===== src/rtl/pipelined_add_sub_pkg.sv =====
// rtl/pipelined_add_sub_pkg.sv - shared constants and helpers for the pipelined adder/subtractor
package pipelined_add_sub_pkg;

   localparam logic OP_ADD    = 1'b0;
   localparam logic OP_SUB    = 1'b1;
   localparam int   MAX_WIDTH = 128;

   function automatic int slice_width(input int width, input int stages);
      return width / stages;
   endfunction

   function automatic logic [1:0] full_add(input logic x, input logic y, input logic ci);
      return {(x & y) | (x & ci) | (y & ci), x ^ y ^ ci};
   endfunction

   // Largest positive / most negative two's-complement value of the given width.
   function automatic logic [MAX_WIDTH-1:0] sat_pos(input int width);
      logic [MAX_WIDTH-1:0] r;
      r = '0;
      for (int i = 0; i < width - 1; i++) r[i] = 1'b1;
      return r;
   endfunction

   function automatic logic [MAX_WIDTH-1:0] sat_neg(input int width);
      logic [MAX_WIDTH-1:0] r;
      r = '0;
      r[width-1] = 1'b1;
      return r;
   endfunction

endpackage


===== src/rtl/pipelined_add_sub_slice.sv =====
// rtl/pipelined_add_sub_slice.sv - one SW-bit ripple slice plus its stall-holdable stage register
module add_sub_slice
   import pipelined_add_sub_pkg::*;
#(
   parameter int WIDTH = 32,
   parameter int SW    = 8,
   parameter int IDX   = 0
) (
   input  logic             clk,
   input  logic             reset,
   input  logic             stall,
   input  logic             in_valid,
   input  logic [WIDTH-1:0] in_a,
   input  logic [WIDTH-1:0] in_b,
   input  logic [WIDTH-1:0] in_sum,
   input  logic             in_carry,
   input  logic             in_sat,
   output logic             out_valid,
   output logic [WIDTH-1:0] out_a,
   output logic [WIDTH-1:0] out_b,
   output logic [WIDTH-1:0] out_sum,
   output logic             out_carry,
   output logic             out_sat
);

   logic [SW-1:0]    slice_sum;
   logic             slice_carry;

   logic             valid_q, valid_d;
   logic [WIDTH-1:0] a_q, a_d;
   logic [WIDTH-1:0] b_q, b_d;
   logic [WIDTH-1:0] sum_q, sum_d;
   logic             carry_q, carry_d;
   logic             sat_q, sat_d;

   always_comb begin
      slice_carry = in_carry;
      slice_sum   = '0;
      for (int i = 0; i < SW; i++) begin
         {slice_carry, slice_sum[i]} = full_add(in_a[IDX*SW+i], in_b[IDX*SW+i], slice_carry);
      end
   end

   // Bits of in_sum at and above this slice are still zero, so OR-ing merges the new slice.
   always_comb begin
      valid_d = valid_q;
      a_d     = a_q;
      b_d     = b_q;
      sum_d   = sum_q;
      carry_d = carry_q;
      sat_d   = sat_q;
      if (!stall) begin
         valid_d = in_valid;
         a_d     = in_a;
         b_d     = in_b;
         sum_d   = in_sum | (WIDTH'(slice_sum) << (IDX * SW));
         carry_d = slice_carry;
         sat_d   = in_sat;
      end
   end

   always_ff @(posedge clk or posedge reset) begin
      if (reset) begin
         valid_q <= 1'b0;
         a_q     <= '0;
         b_q     <= '0;
         sum_q   <= '0;
         carry_q <= 1'b0;
         sat_q   <= 1'b0;
      end else begin
         valid_q <= valid_d;
         a_q     <= a_d;
         b_q     <= b_d;
         sum_q   <= sum_d;
         carry_q <= carry_d;
         sat_q   <= sat_d;
      end
   end

   assign out_valid = valid_q;
   assign out_a     = a_q;
   assign out_b     = b_q;
   assign out_sum   = sum_q;
   assign out_carry = carry_q;
   assign out_sat   = sat_q;

endmodule


===== src/rtl/pipelined_add_sub.sv =====
// rtl/pipelined_add_sub.sv - STAGES-deep ripple adder/subtractor with flags; PIPE_ADD_SUB_SAT_EN adds saturation
module pipelined_add_sub
   import pipelined_add_sub_pkg::*;
#(
   parameter int WIDTH  = 32,
   parameter int STAGES = 4
) (
   input  logic             clk,
   input  logic             reset,
   input  logic             in_valid,
   output logic             in_ready,
   input  logic [WIDTH-1:0] a,
   input  logic [WIDTH-1:0] b,
   input  logic             sub,
`ifdef PIPE_ADD_SUB_SAT_EN
   input  logic             sat,
`endif
   output logic             out_valid,
   input  logic             out_ready,
   output logic [WIDTH-1:0] result,
   output logic             carry_out,
   output logic             overflow,
   output logic             zero
);

   localparam int SW = slice_width(WIDTH, STAGES);
`ifdef PIPE_ADD_SUB_SAT_EN
   localparam logic [WIDTH-1:0] SAT_POS = WIDTH'(sat_pos(WIDTH));
   localparam logic [WIDTH-1:0] SAT_NEG = WIDTH'(sat_neg(WIDTH));
`endif

   // Index 0 is the accepted operation; index k is the output register of stage k-1.
   logic             valid_s [STAGES+1];
   logic [WIDTH-1:0] a_s     [STAGES+1];
   logic [WIDTH-1:0] b_s     [STAGES+1];
   logic [WIDTH-1:0] sum_s   [STAGES+1];
   logic             carry_s [STAGES+1];
   logic             sat_s   [STAGES+1];

   logic             stall;
   logic             fin_ovf;

   assign stall    = valid_s[STAGES] && !out_ready;
   assign in_ready = !stall;

   assign valid_s[0] = in_valid;
   assign a_s[0]     = a;
   assign b_s[0]     = (sub == OP_SUB) ? ~b : b;
   assign sum_s[0]   = '0;
   assign carry_s[0] = (sub == OP_ADD) ? 1'b0 : 1'b1;
`ifdef PIPE_ADD_SUB_SAT_EN
   assign sat_s[0]   = sat;
`else
   assign sat_s[0]   = 1'b0;
`endif

   for (genvar k = 0; k < STAGES; k++) begin : g_stage
      add_sub_slice #(
         .WIDTH (WIDTH),
         .SW    (SW),
         .IDX   (k)
      ) u_slice (
         .clk       (clk),
         .reset     (reset),
         .stall     (stall),
         .in_valid  (valid_s[k]),
         .in_a      (a_s[k]),
         .in_b      (b_s[k]),
         .in_sum    (sum_s[k]),
         .in_carry  (carry_s[k]),
         .in_sat    (sat_s[k]),
         .out_valid (valid_s[k+1]),
         .out_a     (a_s[k+1]),
         .out_b     (b_s[k+1]),
         .out_sum   (sum_s[k+1]),
         .out_carry (carry_s[k+1]),
         .out_sat   (sat_s[k+1])
      );
   end

   // Carry into the MSB is recovered from the MSB sum bit and its two operand bits.
   assign fin_ovf = a_s[STAGES][WIDTH-1] ^ b_s[STAGES][WIDTH-1]
                  ^ sum_s[STAGES][WIDTH-1] ^ carry_s[STAGES];

   always_comb begin
      result = sum_s[STAGES];
`ifdef PIPE_ADD_SUB_SAT_EN
      if (sat_s[STAGES] && fin_ovf) begin
         result = sum_s[STAGES][WIDTH-1] ? SAT_POS : SAT_NEG;
      end
`endif
   end

   assign out_valid = valid_s[STAGES];
   assign carry_out = carry_s[STAGES];
   assign overflow  = fin_ovf;
   assign zero      = valid_s[STAGES] && (result == '0);

endmodule


===== config.mk =====
export PLATFORM = sky130hd
export DESIGN_NAME = pipelined_add_sub
export DESIGN_NICKNAME = d
export VERILOG_FILES = /design/src/rtl/pipelined_add_sub_pkg.sv /design/src/rtl/pipelined_add_sub_slice.sv /design/src/rtl/pipelined_add_sub.sv
export SDC_FILE = /design/constraint.sdc
export NUM_CORES = 1
export LEC_CHECK = 0
export ABC_CLOCK_PERIOD_IN_PS = 3700
export CORE_ASPECT_RATIO = 0.6
export CORE_UTILIZATION = 50
export CTS_BUF_LIST = sky130_fd_sc_hd__clkbuf_4 sky130_fd_sc_hd__clkbuf_8 sky130_fd_sc_hd__clkbuf_16
export CTS_CLUSTER_SIZE = 14
export DETAILED_ROUTE_END_ITERATION = 7
export DONT_BUFFER_PORTS = 1
export PLACE_DENSITY = 0.75
export SLEW_MARGIN = 20
export SYNTH_ARGS = -nofsm -noshare
export SYNTH_HDL_FRONTEND = slang
export SYNTH_HIERARCHICAL = 1
export SYNTH_SLANG_ARGS = --single-unit

===== constraint.sdc =====
create_clock -name clk -period 3.7 [get_ports clk]
set_clock_uncertainty 0.15 [all_clocks]
set_input_delay 0.74 -clock clk [delete_from_list [all_inputs] [get_ports clk]]
set_output_delay 0.74 -clock clk [all_outputs]
set_load 0.03 [all_outputs]

==> out/qor.yml <==
cts:
  cts_sinks: 234
  clockBufferDepth: 3
  ctsHoldBuffers: 0
  clock_latency_ns: 0.49
  cts.clk_slew.worst_paths_ns: 0.06
  cts_buffers: 22
  htreeDepth: 1
  tritoncts: "done"
  root_buffer: "clkbuf_16"
sta:
  finalCritPeriodShare: 1.042
  finalSetupViolCount: 4
  hold_viol_final: 0
  tightest_slew_ns: 0.9011
  fin_crit_ns: 3.856
  drv_slew: 0
  clock.fmax_mhz: 259.3
  max_slew_margin: 0.3984
  rsz0062_at_grt: "yes"
  setup_tns_ns: -0.2379
  worst_slack_ns: -0.1564
logic_synthesis:
  synth-warning-count: 6
  synth.avg_cell_area_um2: 14.50
  synth_cells: 699
  syn-cell-area_um2: 10130
worst_setup_path:
  cp-end-kind: "flip-flop"
  arrival_ns: 4.12
  startpoint: "g_stage[2].u_slice/out_b[24]"
  timing.rr.start: "g_stage[2].u_slice/out_b[24]"
  crit_path_start_kind: "flip-flop"
  critical_path_class: "flip-flop to flip-flop"
  cp.required_ns: 3.97
  crit_path_max_fanout: 2
  ff2ff_setup_slack_ns: -0.16
placed_design:
  dp_hpwl_mm: 12.43
  gp_congestion: 0.7580
  pre_cts_slack_ns: -0.5159
  portBuffers: 0
  placed_area_um2: 10340
run:
  maxCapViolCount: 0
global_routing:
  grt_max_degree: 87
  grt_pass1_vias: 5720
  grt_pass1_wl_mm: 29.77
  grt_util_all_layers: 0.1838
  grt_overflow_total: 0
  antenna_found_initial: 0
cells_and_area:
  final_util: 0.5740
  area_delta_synth_final_pct: 10.01
  n_antenna_cell: 0
  drive_gt1_frac: 0.3934
  final_cell_mix: "dfrtp_1 (234), mux2_2 (196), xor2_1 (33), conb_1 (32), nand2_1 (30)"
  fin_nets: 818
  fin_area_um2: 11150
  nFillCells: 1556
  final_common_cell: "dfrtp_1"
floorplan:
  fp.coreArea_um2: 19420
  start_util: 0.5217
  die_area_um2: 20860
  ios: 106
  die_height_um: 112.3
  die_w_um: 185.8
  num_rows: 39
outcome:
  violations: "negative setup slack"
  status: "finished with violations"
hold_path:
  hp-class: "primary input to async pin"
pwr:
  vdd_drop_max_mv: 0.3665
  leakage_nw: 4.635
  powerDensity_nw_per_um2: 865.7
routing:
  vias: 5128
  drtIter0Drc: 206
  drt-total-wl_mm: 18.09
  antenna_left: 0
  via_per_inst: 5.138
  remaining_drc_errors: 0
  detail_route.wl_per_cell_um: 18.13
  dr.pass1.iters: 4
power breakdown:
part | internal (mW) | total (mW) | switching [mW]
clock | 1.44 | 2.37 | 0.924
combinational | 1.43 | 2.60 | 1.17
sequential | 3.59 | 4.68 | 1.09
area by class of cell:
class                      count  area (um^2)  share of cell area
multi-input combinational    412         3900              0.3499
sequential                   234         5856              0.5253
timing repair buffer          10        137.6             0.01235
clock inverter                 4        70.07            0.006286
tap                          266        332.8             0.02986
inverter                      37        147.6             0.01325
clock buffer                  35        703.2             0.06308
critical path: stages (launching register included):
cell and delay [ns]:
dfrtp_1 0.39, inv_2 0.07, fa_1 0.17, inv_1 0.06
fa_2 0.35, fa_2 0.35, fa_2 0.35, fa_2 0.36
fa_2 0.36, fa_1 0.37, inv_1 0.08, fa_1 0.41
nor3b_1 0.16, a21oi_1 0.14
path summary, 6_finish.rpt:
check / to / cells past startpoint
max: g_stage[3].u_slice/out_sum[31] / 13
min: g_stage[0].u_slice/out_sum[7] / 1
max reg2reg: g_stage[3].u_slice/out_sum[31] / 13
min reg2reg: g_stage[1].u_slice/out_sum[10] / 2
max in group asynchronous: g_stage[2].u_slice/out_sum[28] / 2
min in group clk: g_stage[0].u_slice/out_a[8] / 1
registers in the layout (all words and copies together) (netlist names):
| register | cells |
|---|---|
| g_stage.u_slice/out_a | 49 |
| g_stage.u_slice/out_b | 49 |
| g_stage.u_slice/out_carry | 4 |
| g_stage.u_slice/out_sum | 128 |
| g_stage.u_slice/out_valid | 4 |
per-layer routing:
layer	wire, um	vias to the layer above	track usage
met5	0	-	0
met4	275	0	0.03224
met3	1298	23	0.05483
met2	8066	124	0.2846
met1	8449	2647	0.2608
li1	-	2334	-
per-stage QoR:
step / hold slack (ns) / power, mW / instances
after detailed placement: 0.3215 / 7.294 / 958
after CTS: 0.09435 / 9.737 / 998
after floorplan: 0.2992 / 6.676 / 730
final: 0.08373 / 9.649 / 998
after global placement: 0.3135 / 7.077 / 958
after global routing: 0.1150 / 10.25 / 998
timing repair:
item | 4_1_cts | 5_1_grt
pin swaps | 3 | 0
setup endpoints to repair | 3 | 4
resized for setup | 15 | 3
setup buffers | 1 | 0
Note: power is estimated with default switching activity, not from simulation.
